--- src/rtl/partition_sweep_eval_pkg.sv ---
// Shared types and width helpers for the partition sweep-and-score stage.
package partition_eval_pkg;

   localparam int DEF_IN_W  = 7;
   localparam int DEF_OUT_W = 4;

   typedef enum logic [1:0] {
      IDLE  = 2'd0,
      SWEEP = 2'd1,
      DRAIN = 2'd2,
      DONE  = 2'd3
   } state_t;

   // Hamming sum must hold OUT_W mismatching bits on every one of 2^IN_W vectors.
   function automatic int hd_width(input int in_w, input int out_w);
      return in_w + $clog2(out_w + 1);
   endfunction

   function automatic int abs_width(input int in_w, input int out_w);
      return in_w + out_w;
   endfunction

endpackage

--- src/rtl/partition_sweep_eval_if.sv ---
// Stimulus/response and metric bundle between the sweep stage and its environment.
interface partition_sweep_eval_if
   import partition_eval_pkg::*;
#(
   parameter int IN_W  = DEF_IN_W,
   parameter int OUT_W = DEF_OUT_W,
   parameter int HD_W  = hd_width(IN_W, OUT_W),
   parameter int AS_W  = abs_width(IN_W, OUT_W)
) ();

   logic              start;
   logic              abort;
   logic [IN_W-1:0]   pi;
   logic [OUT_W-1:0]  po_exact;
   logic [OUT_W-1:0]  po_approx;
   logic              busy;
   logic              done;
   logic [IN_W:0]     err_count;
   logic [HD_W-1:0]   hd_sum;
   logic [AS_W-1:0]   abs_sum;
   logic [OUT_W-1:0]  max_abs;

   modport slave (
      input  start, abort, po_exact, po_approx,
      output pi, busy, done, err_count, hd_sum, abs_sum, max_abs
   );

   modport master (
      output start, abort, po_exact, po_approx,
      input  pi, busy, done, err_count, hd_sum, abs_sum, max_abs
   );

endinterface

--- src/rtl/partition_sweep_eval_err_metric_unit.sv ---
// Combinational mismatch flag, popcount(xor) and |exact - approx| for one output pair.
module err_metric_unit
   import partition_eval_pkg::*;
#(
   parameter int OUT_W = DEF_OUT_W,
   parameter int PC_W  = $clog2(OUT_W + 1)
) (
   input  logic [OUT_W-1:0] i_exact,
   input  logic [OUT_W-1:0] i_approx,
   output logic             o_mismatch,
   output logic [PC_W-1:0]  o_popcnt,
   output logic [OUT_W-1:0] o_abs
);

   logic [OUT_W-1:0]        w_xor;
   logic signed [OUT_W:0]   w_diff;

   assign w_xor      = i_exact ^ i_approx;
   assign o_mismatch = |w_xor;

   // One extra bit keeps the difference exact; the magnitude always fits back in OUT_W.
   assign w_diff = $signed({1'b0, i_exact}) - $signed({1'b0, i_approx});
   assign o_abs  = w_diff[OUT_W] ? OUT_W'(-w_diff) : OUT_W'(w_diff);

   always_comb begin
      o_popcnt = '0;
      for (int i = 0; i < OUT_W; i++) begin
         o_popcnt = o_popcnt + PC_W'(w_xor[i]);
      end
   end

endmodule

--- src/rtl/partition_sweep_eval.sv ---
// Exhaustive input sweep of a partition with a one-cycle capture stage and error accumulators.
module partition_sweep_eval
   import partition_eval_pkg::*;
#(
   parameter int IN_W  = DEF_IN_W,
   parameter int OUT_W = DEF_OUT_W,
   parameter int HD_W  = hd_width(IN_W, OUT_W)
) (
   input  logic                  clk,
   input  logic                  rst_n,
   partition_sweep_eval_if.slave bus
);

   localparam int PC_W = $clog2(OUT_W + 1);
   localparam int AS_W = abs_width(IN_W, OUT_W);
   localparam logic [IN_W-1:0] PI_LAST = '1;

   state_t            r_state;
   state_t            w_state_nxt;
   logic              w_clr;
   logic              w_accum;

   logic [IN_W-1:0]   r_pi;
   logic [OUT_W-1:0]  r_exact_p0;
   logic [OUT_W-1:0]  r_approx_p0;
   logic              r_vld_p0;

   logic              w_mis;
   logic [PC_W-1:0]   w_pc;
   logic [OUT_W-1:0]  w_abs;

   logic [IN_W:0]     r_err_count;
   logic [HD_W-1:0]   r_hd_sum;
   logic [AS_W-1:0]   r_abs_sum;
   logic [OUT_W-1:0]  r_max_abs;

   always_ff @(posedge clk or negedge rst_n) begin
      if (!rst_n) r_state <= IDLE;
      else        r_state <= w_state_nxt;
   end

   // abort dominates start; start is only honoured from IDLE or DONE
   always_comb begin
      w_state_nxt = r_state;
      w_clr       = 1'b0;
      w_accum     = r_vld_p0 && !bus.abort;
      if (bus.abort) begin
         w_state_nxt = IDLE;
      end else begin
         case (r_state)
            IDLE, DONE: begin
               if (bus.start) begin
                  w_state_nxt = SWEEP;
                  w_clr       = 1'b1;
               end
            end
            SWEEP:   if (r_pi == PI_LAST) w_state_nxt = DRAIN;
            DRAIN:   w_state_nxt = DONE;
            default: w_state_nxt = IDLE;
         endcase
      end
   end

   // Stage p0: drive pi and capture both partition responses to it
   always_ff @(posedge clk or negedge rst_n) begin
      if (!rst_n) begin
         r_pi        <= '0;
         r_exact_p0  <= '0;
         r_approx_p0 <= '0;
         r_vld_p0    <= 1'b0;
      end else begin
         if (bus.abort || w_clr)   r_pi <= '0;
         else if (r_state == SWEEP) r_pi <= r_pi + 1'b1;
         r_vld_p0 <= (r_state == SWEEP) && !bus.abort;
         if (r_state == SWEEP) begin
            r_exact_p0  <= bus.po_exact;
            r_approx_p0 <= bus.po_approx;
         end
      end
   end

   err_metric_unit #(
      .OUT_W (OUT_W),
      .PC_W  (PC_W)
   ) u_metric (
      .i_exact    (r_exact_p0),
      .i_approx   (r_approx_p0),
      .o_mismatch (w_mis),
      .o_popcnt   (w_pc),
      .o_abs      (w_abs)
   );

   // Stage p1: fold the captured pair into the accumulators
   always_ff @(posedge clk or negedge rst_n) begin
      if (!rst_n) begin
         r_err_count <= '0;
         r_hd_sum    <= '0;
         r_abs_sum   <= '0;
         r_max_abs   <= '0;
      end else if (w_clr) begin
         r_err_count <= '0;
         r_hd_sum    <= '0;
         r_abs_sum   <= '0;
         r_max_abs   <= '0;
      end else if (w_accum) begin
         r_err_count <= r_err_count + (IN_W+1)'(w_mis);
         r_hd_sum    <= r_hd_sum + HD_W'(w_pc);
         r_abs_sum   <= r_abs_sum + AS_W'(w_abs);
         if (w_abs > r_max_abs) r_max_abs <= w_abs;
      end
   end

   assign bus.pi        = r_pi;
   assign bus.busy      = (r_state == SWEEP) || (r_state == DRAIN);
   assign bus.done      = (r_state == DONE);
   assign bus.err_count = r_err_count;
   assign bus.hd_sum    = r_hd_sum;
   assign bus.abs_sum   = r_abs_sum;
   assign bus.max_abs   = r_max_abs;

endmodule
--- src/flat_wrapper.sv ---
// flat-port wrapper written by rule: the top's interface ports become plain ports
module partition_sweep_eval_flat import partition_eval_pkg::*;
#(
   parameter int IN_W  = DEF_IN_W,
   parameter int OUT_W = DEF_OUT_W,
   parameter int HD_W  = hd_width(IN_W, OUT_W)
)
  (clk, rst_n, bus_start, bus_abort, bus_po_exact, bus_po_approx, bus_pi, bus_busy, bus_done, bus_err_count, bus_hd_sum, bus_abs_sum, bus_max_abs);
  partition_sweep_eval_if #(.IN_W(IN_W), .OUT_W(OUT_W), .HD_W(HD_W)) bus_i ();
  input  logic clk;
  input  logic rst_n;
  input wire logic [$bits(bus_i.start)-1:0] bus_start;
  input wire logic [$bits(bus_i.abort)-1:0] bus_abort;
  input wire logic [$bits(bus_i.po_exact)-1:0] bus_po_exact;
  input wire logic [$bits(bus_i.po_approx)-1:0] bus_po_approx;
  output wire logic [$bits(bus_i.pi)-1:0] bus_pi;
  output wire logic [$bits(bus_i.busy)-1:0] bus_busy;
  output wire logic [$bits(bus_i.done)-1:0] bus_done;
  output wire logic [$bits(bus_i.err_count)-1:0] bus_err_count;
  output wire logic [$bits(bus_i.hd_sum)-1:0] bus_hd_sum;
  output wire logic [$bits(bus_i.abs_sum)-1:0] bus_abs_sum;
  output wire logic [$bits(bus_i.max_abs)-1:0] bus_max_abs;
  assign bus_i.start = bus_start;
  assign bus_i.abort = bus_abort;
  assign bus_i.po_exact = bus_po_exact;
  assign bus_i.po_approx = bus_po_approx;
  assign bus_pi = bus_i.pi;
  assign bus_busy = bus_i.busy;
  assign bus_done = bus_i.done;
  assign bus_err_count = bus_i.err_count;
  assign bus_hd_sum = bus_i.hd_sum;
  assign bus_abs_sum = bus_i.abs_sum;
  assign bus_max_abs = bus_i.max_abs;
  partition_sweep_eval #(.IN_W(IN_W), .OUT_W(OUT_W), .HD_W(HD_W)) u_core (.clk(clk), .rst_n(rst_n), .bus(bus_i));
endmodule
--- config.mk ---
export PLATFORM = sky130hd
export DESIGN_NAME = partition_sweep_eval_flat
export DESIGN_NICKNAME = d
export VERILOG_FILES = /design/src/rtl/partition_sweep_eval_pkg.sv /design/src/rtl/partition_sweep_eval_if.sv /design/src/rtl/partition_sweep_eval_err_metric_unit.sv /design/src/rtl/partition_sweep_eval.sv /design/src/flat_wrapper.sv
export SDC_FILE = /design/constraint.sdc
export NUM_CORES = 1
export LEC_CHECK = 0
export ABC_AREA = 0
export ABC_CLOCK_PERIOD_IN_PS = 4410
export CORE_MARGIN = 10
export CORE_UTILIZATION = 59
export CTS_CLUSTER_DIAMETER = 100
export DETAILED_ROUTE_END_ITERATION = 12
export DONT_BUFFER_PORTS = 1
export PLACE_DENSITY = 0.75
export SLEW_MARGIN = 25
export SYNTH_ARGS = -nofsm -noshare
export SYNTH_HDL_FRONTEND = slang
export SYNTH_SLANG_ARGS = --single-unit
export TNS_END_PERCENT = 20
--- constraint.sdc ---
create_clock -name clk -period 4.41 [get_ports clk]
set_clock_uncertainty 0.05 [all_clocks]
set_input_delay 0.882 -clock clk [delete_from_list [all_inputs] [get_ports clk]]
set_output_delay 0.882 -clock clk [all_outputs]
set_load 0.05 [all_outputs]
## Word-level counts from Yosys, hierarchy flattened

Index checks and enable logic that the tools add are counted.

- Input port bits: 12
- Output and inout port bits: 42
- Memories: 0
- Latch bits: 0
- Bits in read-only memories: 0
- Bits in writable memories: 0
- Word-level logic and storage cells: 58
- Register bits after elaboration: 51

- $lt $le $gt $ge: 1
- Reductions and logical operators: 13
- Multipliers: 0
- Add/sub/neg operators: 9
- Multiplexer cells: 19
- Equal/unequal tests: 6
- Shift-type cells: 0
- Bitwise gates (word level): 1
- Divide/modulo/power cells: 0

Operator list:

| kind | count |
|---|---|
| 2-to-1 mux 11 bit | 2 |
| 2-to-1 mux 10 bit | 2 |
| 2-to-1 mux 4 bit | 4 |
| 2-to-1 mux 8 bit | 2 |
| 2-to-1 mux 7 bit | 2 |
| adder 11 x 4 -> 11 bit | 1 |
| adder 10 x 3 -> 10 bit | 1 |
| adder 8 x 1 -> 8 bit | 1 |
| adder 7 x 1 -> 7 bit, second input constant | 1 |
| == test 7 bit, second input constant | 1 |
| 2-to-1 mux 2 bit | 3 |
| one-hot mux 2 bit (3 select lines) | 1 |
| nonzero test 2 bit | 3 |
| subtractor 4 x 4 -> 5 bit | 1 |
| == test 2 bit, second input constant | 2 |
| greater-than comparator 4 bit | 1 |
| negator 4 bit | 1 |
| AND reduction 2 bit | 2 |
| OR reduction 4 bit | 1 |
| XOR 4 bit | 1 |
| adder 2 x 1 -> 3 bit | 1 |
| adder 3 x 1 -> 3 bit | 1 |
| 2-to-1 mux 1 bit | 3 |
| != test 3 x 2 -> 1 bit, second input constant | 1 |
| other kinds (8) | 10 |

## Depth between registers and ports, before layout

Gate-level depths: netlist (run 1).

- Depth in word-level cells: 7
- Depth in mapped cells: 14
- Depth with buffers taken out: 14

## Hierarchy

From an unflattened synthesis (run 1), not the netlist that was laid out.

- Cell total of the unflattened synthesis: 313
- Area total of the unflattened synthesis: 3,039.2 um^2

By module, submodules not included:

| module | cells each | times used | seq. area each (um^2) | area each (um^2) |
|---|---|---|---|---|
| partition_sweep_eval | 281 | 1 | 1,276.2 | 2,745.1 |
| err_metric_unit | 32 | 1 | 0.0 | 294.0 |

## Least setup slack after synthesis (run 1)

Ideal clock, no wire load.

- Path kind: reg-to-reg
- Start point: register u_core.r_exact_p0[0]
- End point: register u_core.r_abs_sum[9] (netlist: u_core.bus.abs_sum[9])
- Data arrival time: 2.910 ns
- Data required time: 4.235 ns
- Library setup time: 0.125 ns
- Stages on the path, launching flop included: 14
- Buffers on the path: 0
- Period minus slack after synthesis: 3.085 ns
- Setup slack: 1.325 ns
- Cell sequence: dfrtp_1 -> inv_1 -> ha_1 -> inv_1 -> fa_1 -> a21o_1 -> a21oi_1 -> mux2_2 -> ha_1 -> a21o_1 -> a21oi_1 -> o21ba_2 -> nand2b_1 -> mux2_2

- Cells in the longest elaborated chain, start to end: 6

RTL lines:

| element | line | RTL |
|---|---|---|
| start: declaration | partition_sweep_eval.sv:24 | `logic [OUT_W-1:0] r_exact_p0;` |
| start signal: assignment | partition_sweep_eval.sv:76 | `r_exact_p0 <= bus.po_exact;` |
| subtractor 4 x 4 -> 5 bit * | partition_sweep_eval_err_metric_unit.sv:22 | `assign w_diff = $signed({1'b0, i_exact}) - $signed({1'b0, i_approx});` |
| negator 4 bit | partition_sweep_eval_err_metric_unit.sv:23 | `assign o_abs = w_diff[OUT_W] ? OUT_W'(-w_diff) : OUT_W'(w_diff);` |
| 2-to-1 mux 4 bit * | partition_sweep_eval_err_metric_unit.sv:23 |  |
| adder 11 x 4 -> 11 bit * | partition_sweep_eval.sv:108 | `r_abs_sum <= r_abs_sum + AS_W'(w_abs);` |
| 2-to-1 mux 11 bit * | partition_sweep_eval.sv:105 | `end else if (w_accum) begin` |
| 2-to-1 mux 11 bit * | partition_sweep_eval.sv:100 | `end else if (w_clr) begin` |
| end signal: assignment | partition_sweep_eval.sv:108 |  |
| end: declaration | partition_sweep_eval.sv:34 | `logic [AS_W-1:0] r_abs_sum;` |

Mark *: on every way between the ends. The rest lies on a longest branch, timed or not. The select of a mux whose other input is x is not followed.
A chain may end at the register's enable or synchronous reset.

## Worst setup path after layout (run 1)

- Start point: register u_core.r_exact_p0[0]
- End point: register u_core.r_abs_sum[10] (netlist: u_core.bus.abs_sum[10])

The elaborated chain is that of the path after synthesis.

==> results of run 1 <==
## registers in the layout (all words and copies together) (netlist names)
name                  cells
u_core.r_approx_p0        4
u_core.bus.err_count      8
u_core.r_state            2
u_core.r_exact_p0         4
u_core.bus.abs_sum       11
u_core.bus.pi             7
u_core.bus.hd_sum        10
u_core.r_vld_p0           1
u_core.bus.max_abs        4
## through the flow
step           std cells  util, %
2_1_floorplan        271        -
3_3_place_gp         319    61.44
3_5_place_dp         319    61.44
4_1_cts              327    63.84
5_1_grt              327    63.84
6_report             327    63.84
## final cells by class
class	instances	area [um2]	share of cell area (%)
multi-input combinational	195	1464	48.87
sequential	51	1276	42.61
clock buffer	5	68.82	2.297
inverter	18	67.56	2.256
tap	54	67.56	2.256
clock inverter	3	43.79	1.462
timing repair buffer	1	7.507	0.2506
## worst register-to-register path: stages, from the launching register on
cell	delay, ns
dfrtp_1	0.37
inv_1	0.06
ha_1	0.15
inv_1	0.05
fa_1	0.39
a21o_1	0.22
a21oi_1	0.17
mux2_2	0.40
fa_1	0.43
a21o_1	0.19
a21oi_1	0.28
nand3b_1	0.17
xor2_1	0.16
nor2_1	0.06
## per-layer routing
layer  vias to the layer above  wire, um
met4                         0        77
met2                        42      2676
met1                       914      2399
li1                        935         -
met3                         5       515
met5                         -         0
## worst max-delay path by stage
stage,to,from
floorplan,u_core.bus.abs_sum[9]$_DFFE_PN0P_,u_core.r_exact_p0[0]$_DFFE_PN0N_
global placement,u_core.bus.abs_sum[10]$_DFFE_PN0P_,u_core.r_exact_p0[0]$_DFFE_PN0N_
detailed placement,u_core.bus.abs_sum[10]$_DFFE_PN0P_,u_core.r_exact_p0[0]$_DFFE_PN0N_
CTS,u_core.bus.abs_sum[10]$_DFFE_PN0P_,u_core.r_exact_p0[0]$_DFFE_PN0N_
global route,u_core.bus.abs_sum[10]$_DFFE_PN0P_,u_core.r_exact_p0[0]$_DFFE_PN0N_
finish,u_core.bus.abs_sum[10]$_DFFE_PN0P_,u_core.r_exact_p0[0]$_DFFE_PN0N_
## logic make-up (layout without fill, tap and decap cells)
| kind of cell | after synthesis | count (layout) |
|---|---|---|
| compound gates | 46 | 46 |
| xor+xnor | 25 | 25 |
| fa+ha+maj | 26 | 26 |
| buf+inv | 25 | 27 |
| flops | 51 | 51 |
| mux | 11 | 11 |
| simple gates | 87 | 87 |
## power by group
part           internal, uW  switching (uW)  total [uW]
registers               561             264         825
clock network           169             157         326
logic                   724             901        1620
## cell usage in the layout, fill, tap and decap left out, drive strengths merged, types with 2 or more instances in the layout
| cell | Yosys | routed |
|---|---|---|
| dfrtp | 51 | 51 |
| mux2 | 6 | 6 |
| nand2b | 3 | 3 |
| ha | 21 | 21 |
| fa | 5 | 5 |
| a22o | 7 | 7 |
| mux2i | 5 | 5 |
| clkinv | 0 | 2 |
| clkbuf | 5 | 5 |
| a21o | 3 | 3 |
| nor3 | 3 | 3 |
| xor2 | 15 | 15 |
| nor4b | 2 | 2 |
| a211oi | 2 | 2 |
| o21ai | 12 | 12 |
| inv | 18 | 18 |
| nand3 | 5 | 5 |
| o211ai | 2 | 2 |
| nor2 | 31 | 31 |
| nand2 | 18 | 18 |
| nor2b | 5 | 5 |
| or3 | 5 | 5 |
| nand4 | 9 | 9 |
| xnor2 | 9 | 9 |
| a21oi | 13 | 13 |
==> implementation parameters, run 1 <==
Parameter                              Value

Job
  Reported max-cap violation count    0

Yosys
  Main synth FF type    dfrtp_1
  Fraction of the mapped netlist area in adder cells    12.74%
  Mapped Nets    309
  Netlist Area Pre-Place    2849 um2
  Most common cell in the netlist    dfrtp_1
  Top cell types by occurrence after synthesis    dfrtp_1 (51), nor2_1 (31), ha_1 (21)
  Area fraction in compound gates after synthesis    11.55%
  Simple-gate share of the synthesized area    14.80%
  Post-synth top area cell    dfrtp_1
  Leading post-synthesis cells by cell area    dfrtp_1 (45%), ha_1 (9.2%), xor2_1 (4.6%), nor2_1 (4.1%), fa_1 (3.5%)
  Largest family of logic cells by synthesized area    simple AND/OR/NAND/NOR gates
  Post-Synthesis Cells    271
  Share of the synthesized netlist area taken by xor and xnor gates    8.169%
  Total number of yosys warnings    0
  Number of enable flip-flop cells after synthesis    0
  Average footprint of a synthesized cell    10.51 um2
  Area share of the largest cell type after synthesis    44.80%
  Share of synthesized area spent on multiplexers    4.128%
  Async set-or-reset flop fraction in the synthesized netlist    100.0%
  Number of library cell types mapped by synthesis    41
  FF+latch count, synth    51
  Proportion of synthesized chip area in sequential cells    44.80%

Timing
  Shortest period the worst path allows    3.284 ns
  Number of max-slew violations in the final report    0
  Setup total negative slack    0 ns
  Worst slew margin    53.73%
  Fin Hold WS    0.2031 ns
  Final Hold Vio Count    0
  Final cycle utilization of the critical path    74.46%
  Smallest setup slack after layout    1.127 ns
  RSZ-0062 raised after global routing    no
  Maximum achievable frequency    0.3046 GHz
  Worst slew pin tran    0.6844 ns
  Number of setup violations in the final report    0

Routing
  Post-detailed-route DRC marker count    0
  Via/cell ratio    5.798
  Avg WL per Cell    17.34 um
  Number of routed nets with antenna violations    0
  WL final    5669 um
  First-pass iteration count of the detailed router    4
  Total number of vias    1896
  Detailed Route Iter0 Violations    63

Placement
  Number of buffers added on ports    0
  Routability Congestion    0.8425
  DP Worst Slack    1.144 ns
  Half-perimeter wire length after placement    4388 um
  Placement-stage cell area    2883 um2

Critical path
  Capturing element type of the critical path    flip-flop
  Critical path's top delay family    adder cells
  Setup slack, reg-to-reg    1.13 ns
  Start-to-end type of the worst setup path    reg -> reg
  Number of buffers and inverters on the critical path    2
  Startpoint of the lowest-slack register-to-register path    u_core.r_exact_p0[0]$_DFFE_PN0N_
  Worst reg-to-reg path cell count    13
  Arr. time, crit path    3.42 ns
  Worst r2r dst    u_core.bus.abs_sum[10]$_DFFE_PN0P_
  Logic depth of the worst path, buffers included    13
  Crit Path Max Fanout    5
  Element type at the critical path start    flip-flop
  Stage delay of the slowest cell on the critical path    0.43 ns
  Sequence of cells on the critical path    inv_1 -> ha_1 -> inv_1 -> fa_1 -> a21o_1 -> a21oi_1 -> mux2_2 -> fa_1 -> a21o_1 -> a21oi_1 -> nand3b_1 -> xor2_1 -> nor2_1
  Required time at the worst-slack endpoint    4.54 ns
  Slowest CP cell    fa_1

CTS
  Max H-tree Level    2
  Cell at the root of the clock tree    clkbuf_8
  Num CTS Buffers    5
  Post-cts repair resize count    0
  Count of hold-fix buffers inserted at cts    0
  Clock latency on the worst-skew pair    0.31 ns
  Buffers from clock root to sink, at most    2
  Clock tree from TritonCTS    done
  Number of buffers added for setup after CTS    0
  Worst-path clk slew    0.10 ns
  CTS Sinks    51

Power and ir drop
  Power density cells    926.8 nW/um2
  Power consumption    2776 uW
  Leakage dissipation    0.001394 uW
  Worst vdd rail ir drop    452.4 uV

Global route
  Vias in the first global route    1986
  Total global routing overflow    0
  Gr usage total    15.32%
  Fraction of met1 tracks used by global routing    17.66%
  GRT met2 Usage    24.69%
  Global-route met3 utilization    6.746%
  Wire length of the first global-routing pass    9466 um
  Global route hottest layer    met2
  Largest net degree at the start of global routing    52
  Antenna violations before repair    0

Outcome
  Status    completed

Floorplanning
  Y dimension of the die    89.49 um
  Die Outline Area    8008 um2
  Initial Utilization    60.72%
  Top-level I/O count    54
  Core Region    4692 um2
  FP Rows    25
  Die W    89.49 um

Final layout
  Net total in the final layout    310
  Fraction of layout instances using a drive strength above 1    9.524%
  Area growth, synth to finish    5.138%
  Diodes inserted    0
  Final-layout fill cell count    411
  Final instance area    2995 um2

Hold path
  Hold Crit Class    in -> async
Power figures use the tool's default switching activity.
==> inputs of run 2 (changes only) <==
ABC_AREA = 1   (was 0)
ABC_CLOCK_PERIOD_IN_PS = 2900   (was 4410)
CORE_UTILIZATION = 58   (was 59)
PLACE_DENSITY = 0.76   (was 0.75)
clock period = 2.9 ns   (was 4.41 ns; I/O delays follow)
==> run 2 against run 1 <==
Utilization is 2.2 points higher. Hold slack got worse by 0.14 ns. Fmax up 19%. Non-clock buffer count rose by 2. Cell count grew 48%. Critical path depth up 1. Combinational power up 68%. Largest cell class unchanged.
==> implementation parameters, run 2 <==
Parameter                              Value

Outcome
  Status    completed (unchanged)

Global route
  Gr usage total    16.32% (was 15.32%)
  Global-route met3 utilization    3.917% (was 6.746%)
  Antenna violations before repair    0 (unchanged)
  Largest net degree at the start of global routing    52 (unchanged)
  GRT met2 Usage    28.17% (was 24.69%)
  Wire length of the first global-routing pass    11650 um (was 9466 um)
  Global route hottest layer    met2 (unchanged)
  Vias in the first global route    2570 (was 1986)
  Fraction of met1 tracks used by global routing    18.63% (was 17.66%)
  Total global routing overflow    0 (unchanged)

Critical path
  Element type at the critical path start    flip-flop (unchanged)
  Required time at the worst-slack endpoint    3.08 ns (was 4.54 ns)
  Start-to-end type of the worst setup path    reg -> reg (unchanged)
  Critical path's top delay family    adder cells (unchanged)
  Slowest CP cell    fa_1 (unchanged)
  Setup slack, reg-to-reg    0.14 ns (was 1.13 ns)
  Stage delay of the slowest cell on the critical path    0.52 ns (was 0.43 ns)
  Capturing element type of the critical path    flip-flop (unchanged)
  Arr. time, crit path    2.94 ns (was 3.42 ns)
  Number of buffers and inverters on the critical path    3 (was 2)
  Sequence of cells on the critical path    inv_1 -> ha_1 -> inv_1 -> fa_1 -> inv_2 -> ha_1 -> nand2_2 -> o21ai_4 -> fa_2 -> nand3_1 -> nand2_1 -> nand3_1 -> nand3_1 -> o21ai_0 (was inv_1 -> ha_1 -> inv_1 -> fa_1 -> a21o_1 -> a21oi_1 -> mux2_2 -> fa_1 -> a21o_1 -> a21oi_1 -> nand3b_1 -> xor2_1 -> nor2_1)
  CP dominant cell by count    nand3_1
  Crit Path Max Fanout    4 (was 5)

CTS
  Clock latency on the worst-skew pair    0.31 ns (about the same)
  Num CTS Buffers    5 (unchanged)
  Clock tree from TritonCTS    done (unchanged)
  Cell at the root of the clock tree    clkbuf_8 (unchanged)
  Max H-tree Level    2 (unchanged)
  CTS Sinks    51 (unchanged)
  Worst-path clk slew    0.09 ns (was 0.10 ns)
  Buffers from clock root to sink, at most    2 (unchanged)

Timing
  Maximum achievable frequency    0.3626 GHz (was 0.3046 GHz)
  Final Hold Vio Count    0 (unchanged)
  Worst slew pin tran    0.6207 ns (was 0.6844 ns)
  Worst slew margin    58.62% (was 53.73%)
  Number of setup violations in the final report    0 (unchanged)
  Final cycle utilization of the critical path    95.10% (was 74.46%)
  Number of max-slew violations in the final report    0 (unchanged)
  RSZ-0062 raised after global routing    yes (was no)
  Shortest period the worst path allows    2.758 ns (was 3.284 ns)

Floorplanning
  Initial Utilization    61.01% (was 60.72%)
  Die W    94.00 um (was 89.49 um)
  Top-level I/O count    54 (unchanged)
  FP Rows    26 (was 25)
  Y dimension of the die    94.00 um (was 89.49 um)
  Die Outline Area    8835 um2 (was 8008 um2)
  Core Region    5205 um2 (was 4692 um2)

Final layout
  Most common cell after layout, fill and taps aside    nand2_1 (was dfrtp_1)
  Most frequent cells in the layout    nand2_1 (112), inv_1 (57), dfrtp_1 (51) (was dfrtp_1 (51), nor2_1 (31), ha_1 (21))
  Fin util    66.08% (was 63.84%)
  Area growth, synth to finish    8.314% (was 5.138%)
  Net total in the final layout    451 (was 310)
  Diodes inserted    0 (unchanged)
  Finished Layout Cells    484 (was 327)
  Final instance area    3440 um2 (was 2995 um2)
  Number of flip-flops in the largest register    11 (unchanged)
  Fraction of layout instances using a drive strength above 1    10.63% (was 9.524%)

Yosys
  Area fraction in compound gates after synthesis    7.959% (was 11.55%)
  Post-Synthesis Cells    409 (was 271)
  Largest family of logic cells by synthesized area    simple AND/OR/NAND/NOR gates (unchanged)
  Async set-or-reset flop fraction in the synthesized netlist    100.0% (unchanged)
  Share of the synthesized netlist area taken by xor and xnor gates    0.2758% (was 8.169%)
  Netlist Area Pre-Place    3176 um2 (was 2849 um2)
  Main synth FF type    dfrtp_1 (unchanged)
  Most common cell in the netlist    nand2_1 (was dfrtp_1)
  Number of library cell types mapped by synthesis    32 (was 41)
  Leading post-synthesis cells by cell area    dfrtp_1 (40%), nand2_1 (14%), ha_1 (8.3%), inv_1 (7.1%), nand3_1 (4.9%) (was dfrtp_1 (45%), ha_1 (9.2%), xor2_1 (4.6%), nor2_1 (4.1%), fa_1 (3.5%))
  Simple-gate share of the synthesized area    31.36% (was 14.80%)
  Area share of the largest cell type after synthesis    40.19% (was 44.80%)
  Number of enable flip-flop cells after synthesis    0 (unchanged)
  Post-synth top area cell    dfrtp_1 (unchanged)
  Proportion of synthesized chip area in sequential cells    40.19% (was 44.80%)
  Mapped Nets    447 (was 309)
  Average footprint of a synthesized cell    7.764 um2 (was 10.51 um2)
  Share of synthesized area spent on multiplexers    0% (was 4.128%)
  Fraction of the mapped netlist area in adder cells    11.43% (was 12.74%)
  Total number of yosys warnings    0 (unchanged)
  Top cell types by occurrence after synthesis    nand2_1 (117), inv_1 (60), dfrtp_1 (51) (was dfrtp_1 (51), nor2_1 (31), ha_1 (21))
  FF+latch count, synth    51 (unchanged)

Placement
  Half-perimeter wire length after placement    5192 um (was 4388 um)
  Number of buffers added on ports    0 (unchanged)
  Placed cells    474 (was 319)
  Placement-stage cell area    3221 um2 (was 2883 um2)
  Routability Congestion    0.8256 (was 0.8425)

Routing
  Avg WL per Cell    14.86 um (was 17.34 um)
  Detailed Route Iter0 Violations    86 (was 63)
  Total number of vias    2624 (was 1896)
  WL final    7191 um (was 5669 um)
  Number of routed nets with antenna violations    0 (unchanged)
  Post-detailed-route DRC marker count    0 (unchanged)
  First-pass iteration count of the detailed router    5 (was 4)
  Via/cell ratio    5.421 (was 5.798)

Power and ir drop
  Power consumption    4440 uW (was 2776 uW)
  Power density cells    1291 nW/um2 (was 926.8 nW/um2)
  Worst vdd rail ir drop    613.7 uV (was 452.4 uV)
  Leakage dissipation    0.001690 uW (was 0.001394 uW)

Job
  Reported max-cap violation count    0 (unchanged)

Hold path
  Hold Crit Class    in -> async (unchanged)
run 2: report_power, final:
part / switching, uW / internal (uW)
combinational: 1700 / 1020
sequential: 412 / 857
clock: 233 / 218
total: 2340 / 2100
run 2: cell type report:
cell class,instances,area [um2]
repair buffers,3,42.54
fillers,446,1765
inverters,61,229.0
clock buffers,8,100.1
well taps,70,87.58
multi-input cells,291,1704
flip-flops and latches,51,1276
run 2: logic make-up after synthesis:
family | after synthesis
AOI/OAI and AO/OA | 45
xor gates and xnor gates | 1
adders and majority gates | 26
buffers and inverters | 67
DFF | 51
and+or+nand+nor | 219
run 2: what timing repair did:
item                                    CTS  global route
endpoints found under the setup margin    1            12
buffers inserted                          0             1
endpoints found under the hold margin    51             0
pin swaps                                 0             1
hold buffers                              1             0
gates resized for setup                   1            21
run 2: final timing paths:
| path | from | depth (start not counted) | endpoint |
|---|---|---|---|
| setup / recovery | u_core.r_exact_p0[0]$_DFFE_PN0N_ | 14 | u_core.bus.abs_sum[8]$_DFFE_PN0P_ |
| hold / removal | rst_n | 1 | u_core.bus.abs_sum[1]$_DFFE_PN0P_ |
| setup reg to reg | u_core.r_exact_p0[0]$_DFFE_PN0N_ | 14 | u_core.bus.abs_sum[8]$_DFFE_PN0P_ |
| hold reg to reg | u_core.r_exact_p0[2]$_DFFE_PN0N_ | 2 | u_core.r_exact_p0[2]$_DFFE_PN0N_ |
| max in group asynchronous | rst_n | 1 | u_core.r_vld_p0$_DFF_PN0_ |
| min in group clk | bus_abort | 1 | u_core.r_vld_p0$_DFF_PN0_ |
run 2: through the flow:
step | TNS [ns] | hold slack [ns] | worst slack [ns]
after floorplan | 0 | 0.2344 | 0.1714
after global placement | 0 | 0.2366 | 0.05549
after detailed placement | -0.02103 | 0.2367 | -0.02103
after CTS | 0 | 0.06719 | 0.02024
after global routing | -0.02740 | 0.07958 | -0.01623
final | 0 | 0.06424 | 0.1421
run 2: worst reg2reg max path: stages, from the launching register on:
cell and delay, ns:
dfrtp_1 0.37, inv_1 0.06, ha_1 0.13, inv_1 0.06, fa_1 0.52, inv_2 0.06, ha_1 0.28, nand2_2 0.09
o21ai_4 0.09, fa_2 0.38, nand3_1 0.09, nand2_1 0.12, nand3_1 0.09, nand3_1 0.10, o21ai_0 0.19
run 2: layer usage:
metal  share of wire [%]  up-vias
li1                    -     1316
met1                  41     1226
met2                  50       69
met3                 6.3       13
met4                 2.6        0
met5                   0        -
==> inputs of run 3 (changes only) <==
ABC_AREA = default   (was 1)
CORE_UTILIZATION = 57   (was 58)
CTS_CLUSTER_SIZE = 14   (was default)
PLACE_DENSITY = 0.75   (was 0.76)
==> run 3 against run 2 <==
Register-to-register slack got worse by 0.37 ns. The run now ends with setup timing left. Setup slack got worse by 0.37 ns. Highest routed layer unchanged. Sequential cell count did not move.
==> implementation parameters, run 3 (synthesis results as in run 1) <==
Parameter                              Value

CTS
  Cell at the root of the clock tree    clkbuf_8 (unchanged)
  Max H-tree Level    2 (unchanged)
  CTS Sinks    51 (unchanged)
  Clock latency on the worst-skew pair    0.31 ns (about the same)
  Num CTS Buffers    5 (unchanged)
  Buffers from clock root to sink, at most    2 (unchanged)
  Worst-path clk slew    0.10 ns (was 0.09 ns)
  Clock tree from TritonCTS    done (unchanged)

Floorplanning
  Top-level I/O count    54 (unchanged)
  Core Region    4786 um2 (was 5205 um2)
  Die Outline Area    8226 um2 (was 8835 um2)
  Initial Utilization    59.53% (was 61.01%)
  Die W    90.70 um (was 94.00 um)
  Y dimension of the die    90.70 um (was 94.00 um)
  FP Rows    25 (was 26)

Critical path
  Capturing element type of the critical path    flip-flop (unchanged)
  Startpoint of the lowest-slack register-to-register path    u_core.r_exact_p0[0]$_DFFE_PN0N_ (unchanged)
  CP dominant cell by count    inv_2 (was nand3_1)
  Stage delay of the slowest cell on the critical path    0.56 ns (was 0.52 ns)
  Setup slack, reg-to-reg    -0.23 ns (was 0.14 ns)
  Start-to-end type of the worst setup path    reg -> reg (unchanged)
  Element type at the critical path start    flip-flop (unchanged)
  Crit Path Max Fanout    4 (unchanged)
  Origin of the worst setup path    u_core.r_exact_p0[0]$_DFFE_PN0N_ (unchanged)
  Worst r2r dst    u_core.bus.abs_sum[5]$_DFFE_PN0P_ (was u_core.bus.abs_sum[8]$_DFFE_PN0P_)
  Crit path to    u_core.bus.abs_sum[5]$_DFFE_PN0P_ (was u_core.bus.abs_sum[8]$_DFFE_PN0P_)
  Number of buffers and inverters on the critical path    5 (was 3)
  Required time at the worst-slack endpoint    3.09 ns (was 3.08 ns)
  Worst reg-to-reg path cell count    14 (unchanged)
  Critical path's top delay family    adder cells (unchanged)
  Arr. time, crit path    3.32 ns (was 2.94 ns)
  Logic depth of the worst path, buffers included    14 (unchanged)
  Sequence of cells on the critical path    inv_2 -> ha_4 -> inv_2 -> fa_2 -> nor2b_1 -> a221o_1 -> xnor3_2 -> buf_6 -> ha_4 -> inv_2 -> o21ba_4 -> buf_6 -> or3_1 -> a21oi_1 (was inv_1 -> ha_1 -> inv_1 -> fa_1 -> inv_2 -> ha_1 -> nand2_2 -> o21ai_4 -> fa_2 -> nand3_1 -> nand2_1 -> nand3_1 -> nand3_1 -> o21ai_0)
  Slowest CP cell    fa_2 (was fa_1)

Final layout
  Net total in the final layout    335 (was 451)
  Most frequent cells in the layout    dfrtp_1 (51), nor2_1 (31), buf_4 (23) (was nand2_1 (112), inv_1 (57), dfrtp_1 (51))
  Finished Layout Cells    365 (was 484)
  Diodes inserted    0 (unchanged)
  Final instance area    3418 um2 (was 3440 um2)
  Final-layout fill cell count    350 (was 446)
  Number of flip-flops in the largest register    11 (unchanged)
  Fraction of layout instances using a drive strength above 1    26.85% (was 10.63%)
  Area growth, synth to finish    19.98% (was 8.314%)
  Most common cell after layout, fill and taps aside    dfrtp_1 (was nand2_1)

Timing
  Worst slew margin    49.96% (was 58.62%)
  Setup total negative slack    -1.485 ns (was 0 ns)
  Number of setup violations in the final report    11 (was 0)
  Smallest setup slack after layout    -0.2311 ns (was 0.1421 ns)
  Final cycle utilization of the critical path    108.0% (was 95.10%)
  Final Hold Vio Count    0 (unchanged)
  Shortest period the worst path allows    3.131 ns (was 2.758 ns)
  Number of max-slew violations in the final report    0 (unchanged)
  Worst slew pin tran    0.7507 ns (was 0.6207 ns)
  Maximum achievable frequency    0.3194 GHz (was 0.3626 GHz)
  RSZ-0062 raised after global routing    yes (unchanged)

Outcome
  Status    finished with violations (was completed)
  Failing checks    setup timing

Routing
  WL final    6337 um (was 7191 um)
  Post-detailed-route DRC marker count    0 (unchanged)
  Number of routed nets with antenna violations    0 (unchanged)
  First-pass iteration count of the detailed router    5 (unchanged)
  Detailed Route Iter0 Violations    137 (was 86)
  Total number of vias    2058 (was 2624)
  Avg WL per Cell    17.36 um (was 14.86 um)
  Via/cell ratio    5.638 (was 5.421)

Placement
  Half-perimeter wire length after placement    4647 um (was 5192 um)
  DP Worst Slack    -0.3216 ns (was -0.02103 ns)
  Placed cells    350 (was 474)
  Routability Congestion    0.8599 (was 0.8256)
  Placement-stage cell area    3055 um2 (was 3221 um2)
  Number of buffers added on ports    0 (unchanged)

Global route
  Vias in the first global route    2128 (was 2570)
  Antenna violations before repair    0 (unchanged)
  Total global routing overflow    0 (unchanged)
  Largest net degree at the start of global routing    52 (unchanged)
  Gr usage total    15.12% (was 16.32%)
  Wire length of the first global-routing pass    10360 um (was 11650 um)

Job
  Reported max-cap violation count    0 (unchanged)

Hold path
  Hold Crit Class    in -> async (unchanged)
-- run 3: changes by cell type in the layout (fill, tap and decap cells not counted), sizes merged, moves of 5 or more --
| cell | delta |
|---|---|
| buf | +23 |
| inv | -43 |
| mux2 | +6 |
| mux2i | +5 |
| nand2 | -102 |
| nand3 | -28 |
| nor2 | -11 |
| nor2b | +5 |
| nor3 | -7 |
| o21ai | -11 |
| or3 | +5 |
| xnor2 | +8 |
| xor2 | +15 |
-- run 3: worst register-to-register path, delay by kind of cell, from the launching register on --
family / cells / cell delay, ns
AO/OA/AOI/OAI: 3 / 0.64
XOR/XNOR: 1 / 0.29
adder cells (fa/ha/maj): 3 / 0.95
buffers and inverters: 5 / 0.39
flip-flops: 1 / 0.38
AND/OR/NAND/NOR: 2 / 0.36
-- run 3: per-stage QoR --
stage | hold slack [ns] | util (%)
floorplan | 0.2344 | -
global placement | 0.2367 | 63.84
detailed placement | 0.2367 | 63.84
CTS | 0.06560 | 69.31
global route | 0.06600 | 71.42
finish | 0.06139 | 71.42
-- run 3: layout make-up --
type	instances	area (um2)	share of cell area, %
flip-flops and latches	51	1276	37.34
clock buffers	5	68.82	2.013
well taps	67	83.83	2.452
repair buffers	26	222.7	6.515
multi-input cells	195	1655	48.43
inverters	18	67.56	1.977
clock inverters	3	43.79	1.281
-- run 3: how the worst min path moves through the flow --
stage / endpoint / slack [ns] / depth (start not counted)
after CTS: u_core.bus.abs_sum[5]$_DFFE_PN0P_ / 0.07 / 1
final: u_core.bus.abs_sum[5]$_DFFE_PN0P_ / 0.06 / 1
after detailed placement: u_core.bus.abs_sum[9]$_DFFE_PN0P_ / 0.24 / 0
after global placement: u_core.bus.abs_sum[5]$_DFFE_PN0P_ / 0.24 / 0
after global routing: u_core.bus.abs_sum[5]$_DFFE_PN0P_ / 0.07 / 1
after floorplan: u_core.bus.abs_sum[0]$_DFFE_PN0P_ / 0.23 / 0
-- run 3: layer usage --
layer	GRT usage (%)	vias to the layer above	part of all wire, %
met4	4.509	0	1.0
met2	25.54	47	49
met3	5.320	7	7.5
li1	-	985	-
met1	17.51	1019	42
met5	0	-	0
-- run 3: timing repair --
item / 4_1_cts / 5_1_grt
resized for setup: 17 / 14
buffers inserted: 4 / 2
gates cloned: 0 / 0
endpoints found under the hold margin: 51 / 0
hold buffers: 1 / 0
pin swaps: 15 / 15
setup endpoints to repair: 14 / 17
Power of run 3 is left out: the tool's default activity adds up to more than one toggle a clock period on the data nets, which glitch-free logic cannot reach.
